[config.mk]
export PLATFORM = sky130hd
export DESIGN_NAME = pipeline_hazard_ctrl
export DESIGN_NICKNAME = d
export VERILOG_FILES = /design/src/rtl/riscv_pkg.sv /design/src/rtl/pipeline_hazard_ctrl_load_use_detect.sv /design/src/rtl/pipeline_hazard_ctrl.sv
export SDC_FILE = /design/constraint.sdc
export NUM_CORES = 1
export LEC_CHECK = 0
export ABC_AREA = 1
export CAP_MARGIN = 0
export CORE_ASPECT_RATIO = 2
export CORE_MARGIN = 1
export CORE_UTILIZATION = 60
export CTS_CLUSTER_DIAMETER = 80
export DETAILED_ROUTE_END_ITERATION = 7
export DONT_BUFFER_PORTS = 1
export GPL_TIMING_DRIVEN = 0
export PLACE_DENSITY_LB_ADDON = 0.08
export SLEW_MARGIN = 10
export SYNTH_ARGS = -nofsm -noshare
export SYNTH_HDL_FRONTEND = slang
export SYNTH_HIERARCHICAL = 1
export SYNTH_SLANG_ARGS = --single-unit
[constraint.sdc]
create_clock -name clk -period 6.89 [get_ports clk]
set_input_delay 1.378 -clock clk [delete_from_list [all_inputs] [get_ports clk]]
set_output_delay 1.378 -clock clk [all_outputs]
set_load 0.01 [all_outputs]
[src/rtl/riscv_pkg.sv]
// Shared pipeline types and constants for the RV32 core control blocks.
package riscv_pkg;

    typedef enum logic {
        RUN      = 1'b0,
        MEM_WAIT = 1'b1
    } hazard_state_t;

    localparam logic [4:0] REG_ZERO = 5'd0;

endpackage

[src/rtl/pipeline_hazard_ctrl_load_use_detect.sv]
// Load-use hazard compare between the ID sources and the load in EX; purely combinational.
// No backpressure; x0 destinations never match.
module load_use_detect
    import riscv_pkg::*;
(
    input  logic [4:0] id_rs1,
    input  logic [4:0] id_rs2,
    input  logic       id_uses_rs1,
    input  logic       id_uses_rs2,
    input  logic [4:0] ex_rd,
    input  logic       ex_mem_read,
    output logic       hazard
);

    logic rs1_match;
    logic rs2_match;

    assign rs1_match = id_uses_rs1 && (id_rs1 == ex_rd);
    assign rs2_match = id_uses_rs2 && (id_rs2 == ex_rd);
    assign hazard    = ex_mem_read && (ex_rd != REG_ZERO) && (rs1_match || rs2_match);

endmodule

[src/rtl/pipeline_hazard_ctrl.sv]
// Stall/flush controller for the 5-stage pipe; outputs combinational (0 cycles) from inputs and state.
// Priority: dmem_busywait > flush > load-use > imem_busywait; a branch seen during a dmem stall is held until the stall ends.
module pipeline_hazard_ctrl
    import riscv_pkg::*;
(
    input  logic        clk,
    input  logic        reset,
    input  logic [4:0]  id_rs1,
    input  logic [4:0]  id_rs2,
    input  logic        id_uses_rs1,
    input  logic        id_uses_rs2,
    input  logic [4:0]  ex_rd,
    input  logic        ex_mem_read,
    input  logic        ex_branch_taken,
    input  logic        dmem_busywait,
    input  logic        imem_busywait,
    output logic        pc_stall,
    output logic        if_id_stall,
    output logic        id_ex_stall,
    output logic        ex_mem_stall,
    output logic        mem_wb_stall,
    output logic        if_id_flush,
    output logic        id_ex_flush,
    output logic [31:0] stall_cycles,
    output logic [15:0] flush_events
);

    hazard_state_t state_q;
    hazard_state_t state_d;
    logic          pending_flush_q;
    logic          pending_flush_d;
    logic          load_use;

    load_use_detect u_load_use_detect (
        .id_rs1      (id_rs1),
        .id_rs2      (id_rs2),
        .id_uses_rs1 (id_uses_rs1),
        .id_uses_rs2 (id_uses_rs2),
        .ex_rd       (ex_rd),
        .ex_mem_read (ex_mem_read),
        .hazard      (load_use)
    );

    always_ff @(posedge clk or posedge reset) begin
        if (reset) begin
            state_q         <= RUN;
            pending_flush_q <= 1'b0;
        end else begin
            state_q         <= state_d;
            pending_flush_q <= pending_flush_d;
        end
    end

    always_comb begin
        state_d         = state_q;
        pending_flush_d = 1'b0;
        pc_stall        = 1'b0;
        if_id_stall     = 1'b0;
        id_ex_stall     = 1'b0;
        ex_mem_stall    = 1'b0;
        mem_wb_stall    = 1'b0;
        if_id_flush     = 1'b0;
        id_ex_flush     = 1'b0;

        if (state_q == RUN && dmem_busywait) begin
            state_d = MEM_WAIT;
        end else if (state_q == MEM_WAIT && !dmem_busywait) begin
            state_d = RUN;
        end

        // Bubbles are forced into the pipe registers for as long as reset is held.
        if (reset) begin
            if_id_flush = 1'b1;
            id_ex_flush = 1'b1;
        end else if (dmem_busywait) begin
            pc_stall        = 1'b1;
            if_id_stall     = 1'b1;
            id_ex_stall     = 1'b1;
            ex_mem_stall    = 1'b1;
            mem_wb_stall    = 1'b1;
            pending_flush_d = pending_flush_q || ex_branch_taken;
        end else if (ex_branch_taken || pending_flush_q) begin
            if_id_flush = 1'b1;
            id_ex_flush = 1'b1;
        end else if (load_use) begin
            pc_stall    = 1'b1;
            if_id_stall = 1'b1;
            id_ex_flush = 1'b1;
        end else if (imem_busywait) begin
            pc_stall    = 1'b1;
            if_id_flush = 1'b1;
        end
    end

    always_ff @(posedge clk or posedge reset) begin
        if (reset) begin
            stall_cycles <= 32'd0;
            flush_events <= 16'd0;
        end else begin
            if (pc_stall && (stall_cycles != 32'hFFFF_FFFF)) begin
                stall_cycles <= stall_cycles + 32'd1;
            end
            if (if_id_flush && id_ex_flush) begin
                flush_events <= flush_events + 16'd1;
            end
        end
    end

endmodule

Word level (Yosys, flattened, before mapping)
Cells that the tools add are included.
- register bits after elaboration: 49
- bits of input ports: 23
- output and inout port bits: 55
- word-level logic and storage cells: 37
- add/sub/neg operators: 2
- equality and inequality tests: 3
- muxes and demuxes: 20
- reduce and logical (&&, ||, !) cells: 9
- operators with widths (kind ; number):
    $add A32 B1 Y32 const B ; 1
    $ne A32 B32 Y1 const B ; 1
    $mux W1 ; 20
    $add A16 B1 Y16 const B ; 1
    $eq A5 B5 Y1 ; 2
    $logic_and A1 B1 Y1 ; 6
    $reduce_bool A5 Y1 ; 1
    $logic_or A1 B1 Y1 ; 2

Logic depth before layout (Yosys ltp)
- word-level depth: 9
- gate-level depth with buffers: 14
- depth with buffers taken out: 13

Modules after synthesis
Netlist, hierarchy kept.
- modules (own cells, without submodules) (module ; instances ; cells each ; area each (um^2) ; seq. area each (um^2)):
    pipeline_hazard_ctrl ; 1 ; 488 ; 3153.0 ; 1226.2
    load_use_detect ; 1 ; 55 ; 216.5 ; 0.0

Worst setup path after synthesis
Ideal clock, no wire load.
- path kind: input to output
- start point: input port reset
- end point: output port id_ex_stall
- arrival: 3.124 ns
- required time: 5.512 ns
- path slack: 2.388 ns
- stages: 4
- path buffers: 1
- cells stage by stage: inv_1 nand2_1 inv_1 buf_4
- longest elaborated chain between the ends: 1
- RTL lines (element ; line ; RTL):
    start: declaration ; pipeline_hazard_ctrl.sv:7 ; input logic reset,
    $mux W1 ; n/a ;
    end: declaration ; pipeline_hazard_ctrl.sv:19 ; output logic id_ex_stall,
No other way between the ends.

Worst setup path after layout
- start point: input port ex_rd[3]
- end point: output port if_id_stall
- longest elaborated chain between the ends: 8
- elaborated cells on any way between the ends: 12
- classes of those cells: 2 x eq/ne; 4 x mux; 6 x reduce/logical
- RTL lines (element ; line ; RTL):
    start: declaration ; pipeline_hazard_ctrl.sv:12 ; input logic [4:0] ex_rd,
    $eq A5 B5 Y1 (on tied branches) ; pipeline_hazard_ctrl_load_use_detect.sv:18, pipeline_hazard_ctrl_load_use_detect.sv:19 ;
    $logic_and A1 B1 Y1 (on tied branches) ; pipeline_hazard_ctrl_load_use_detect.sv:18, pipeline_hazard_ctrl_load_use_detect.sv:19 ;
    $logic_or A1 B1 Y1 ; pipeline_hazard_ctrl_load_use_detect.sv:20 ; assign hazard = ex_mem_read && (ex_rd != REG_ZERO) && (rs1_match || rs2_match);
    $logic_and A1 B1 Y1 (*) ; pipeline_hazard_ctrl_load_use_detect.sv:20 ;
    via load_use ; pipeline_hazard_ctrl.sv:32 ; logic load_use;
    $mux W1 (*) ; pipeline_hazard_ctrl.sv:85 ; end else if (load_use) begin
    $mux W1 (*) ; pipeline_hazard_ctrl.sv:82 ; end else if (ex_branch_taken || pending_flush_q) begin
    $mux W1 (*) ; pipeline_hazard_ctrl.sv:75 ; end else if (dmem_busywait) begin
    $mux W1 (*) ; pipeline_hazard_ctrl.sv:72 ; if (reset) begin
    end: declaration ; pipeline_hazard_ctrl.sv:18 ; output logic if_id_stall,
The timed path passes the listed nets; every way through them passes the cells marked *.

==> flow_summary_export.csv <==
group,metric,value,unit
placed_design,dpl_cell_area,3460,µm²
yosys,synth_area_leaders,"dfrtp_1 (36%), nand2_1 (30%), nor2_1 (8.2%)",
yosys,synth-seq-area-share,0.364,
cts,cts_buffers,5,
min_path,hold_path_depth,2,
setup_path,path_delay_family,"compound AO/OA/AOI/OAI gates",
pwr,ir_worst_vdd,0.000208,V
yosys,synth_nets,568,
run_status,status,"finished clean",
job,drv_cap,0,
floorplanning,dieArea,5940,µm²
detailed_routing,wl_per_cell,14.6,µm
floorplanning,fp-row-count,38,
global_routing,grt_pass1_wl,13700,µm
sta,fin_setup_tns,0,ps
cells_and_area,stdcell_area,3570,µm²
sta,holdWs,537,ps
cts,tritoncts,"done",
yosys,synth_top_area_share,0.364,
yosys,yosys.area.top_type,"dfrtp_1",
pwr,total_power,791,µW
detailed_routing,antenna_left,0,
placed_design,port-buffer-count,0,
cts,htree_levels,2,
setup_path,path_buf_inv,2,
cells_and_area,layout-drive-gt1-share,0.0508,
sta,period_share,0.559,
yosys,avgSynthCellArea,6.21,µm²
sta,drv_slew,0,
setup_path,end_kind,"output pin",
pwr,p_leak,0.00175,µW
yosys,synthArstFlopShare,1.00,
global_routing,first_global_vias,3055,
sta,layout_min_cycle_time,3850,ps
detailed_routing,drcViolationCount,0,
sta,fmax,260,MHz
sta,skew,8.10,ps
floorplanning,placeableCoreArea,5420,µm²
yosys,yosysWarnings,6,
floorplanning,ioPinCount,78,
setup_path,crit_chain,"inv_1 -> nand2_1 -> nand2_1 -> nor2_1 -> nand3_1 -> a21oi_1 -> inv_1 -> o21ai_0",
global_routing,grt_antenna_before_repair,0,
cts,postCtsHoldBufs,0,
cells_and_area,nets,576,
yosys,synth.cell_area,3370,µm²
global_routing,grt_max_degree,29,
pwr,power_density,222,nW/µm²
yosys,synth.distinct_cells,25,
detailed_routing,dr.pass1.iters,4,
detailed_routing,wl,8950,µm
cells_and_area,fin_cells,611,
setup_path,r2r_slack,4790,ps
setup_path,r2r_end,"stall_cycles[19]",
yosys,synth_edf_count,0,
detailed_routing,num_vias,3284,
detailed_routing,drt-initial-drc-count,84,
yosys,synthTopCellsByCount,"nand2_1 (267), nor2_1 (74), inv_1 (53)",
placed_design,gp_congestion,0.926,
sta,hold_viol,0,
setup_path,cp.arrival,2470,ps
min_path,min_path_type,"reg2reg",
sta,rsz0062_at_grt,"no",
cells_and_area,antennaDiodeCount,0,
placed_design,dp.final_hpwl,7260,µm
sta,finalSetupViolCount,0,
sta,slew_headroom,0.605,
min_path,hold_path_end,"pending_flush_q",
cts,clk_latency,320,ps
floorplanning,die_h,108,µm
cells_and_area,synthToLayoutAreaGrowth,5.90,%
cts,cts_resized,0,
setup_path,r2r-start,"stall_cycles[0]",
floorplanning,initial_core_util,0.622,
setup_path,critical_path_required,5510,ps
cts,clock_path_buffers,2,
cts,clk_pin_slew,90,ps
setup_path,cp_slowest_cell,"o21ai_0",
setup_path,cp_max_fo,4,
setup_path,worst_r2r_path_depth,11,
cts,root_buffer,"clkbuf_8",
yosys,ys_seq_elements,49,
yosys,syn_inst,543,
setup_path,critical_path_class,"in2out",
yosys,synthFlopType,"dfrtp_1",
setup_path,critPathLaunchType,"input port",
detailed_routing,viasPerCell,5.37,
global_routing,globalRouteOverflowTotal,0,
placed_design,dp.cells,604,
cts,cts_sinks,49,
min_path,hp-start,"pending_flush_q",
floorplanning,die_x,55.0,µm
global_routing,track_usage,0.325,
cts,postCtsSetupRepairBufs,0,
yosys,synth_most_common_cell,"nand2_1",
sta,worst_pin_slew,592,ps
setup_path,slowest_delay,340,ps
[stage by stage]
stage / worst slack [ps] / util
3_3_place_gp: 1870 / 0.636
4_1_cts: 3070 / 0.658
3_5_place_dp: 3070 / 0.639
2_1_floorplan: 2390 / -
5_1_grt: 2880 / 0.658
6_report: 3040 / 0.658
[cells in the final DEF (no fill, tap or decap), types with 2 or more instances in the layout]
cell type and count:
dfrtp_1 49, xor2_1 16, nand3b_1 2, nand2_1 267, buf_6 2, o21ai_0 12, buf_4 5, inv_2 3
nand2_2 4, nor2_4 2, nor2_1 74, nand4_1 5, clkbuf_8 5, nor3_1 6, xnor2_1 7, nand3_1 26
ha_1 2, a21oi_1 2, inv_1 52
[power breakdown]
group	internal, µW	total, µW	switching, µW
clock network	106	202	96.6
logic	60.3	170	110
registers	330	419	89.4
[worst register-to-register path, cell delays in order (launching register included)]
cell and delay (ps):
dfrtp_1 510, ha_1 350, inv_2 80, nor2_4 220, nand2_2 140, nor2_4 140, nand2_2 70, nand2_4 120
inv_4 90, buf_6 150, nand2_1 70, nand2_1 40
[metal layers]
layer  vias to the layer above  wire length, µm  GRT usage
li1                       1670                -          -
met1                      1483             2990      0.265
met2                        98             5070      0.632
met3                        33              457     0.0802
met4                         0              433      0.173
met5                         -                0          0
[worst max-delay path by stage]
stage	from	to	slack, ps	cells past startpoint
finish	ex_rd[3]	if_id_stall	3040	8
global placement	reset	id_ex_stall	1870	4
floorplan	reset	id_ex_stall	2390	4
global route	reset	id_ex_stall	2880	4
detailed placement	ex_rd[3]	if_id_stall	3070	8
CTS	reset	mem_wb_stall	3070	4
[layout make-up]
type	instances	area, µm²
multi-input cells	429	1860
fillers	507	1850
flip-flops and latches	49	1230
inverters	56	213
well taps	60	75.1
clock buffers	5	68.8
plain buffers	9	68.8
clock inverters	2	35.0
repair buffers	1	20.0
[kinds of logic (layout without fill, tap and decap cells)]
kind of cell    Yosys count  after routing  synth area share
flops                    49             49             0.364
xor+xnor                 23             23            0.0598
simple gates            389            389             0.462
buf+inv                  65             73            0.0835
fa+ha+maj                 2              2           0.00743
compound gates           15             15            0.0230
[state kept, by name (all words and copies together), names as in the netlist]
register / count
pending_flush_q: 1
stall_cycles: 32
flush_events: 16
(Power assumes the default switching activity.)
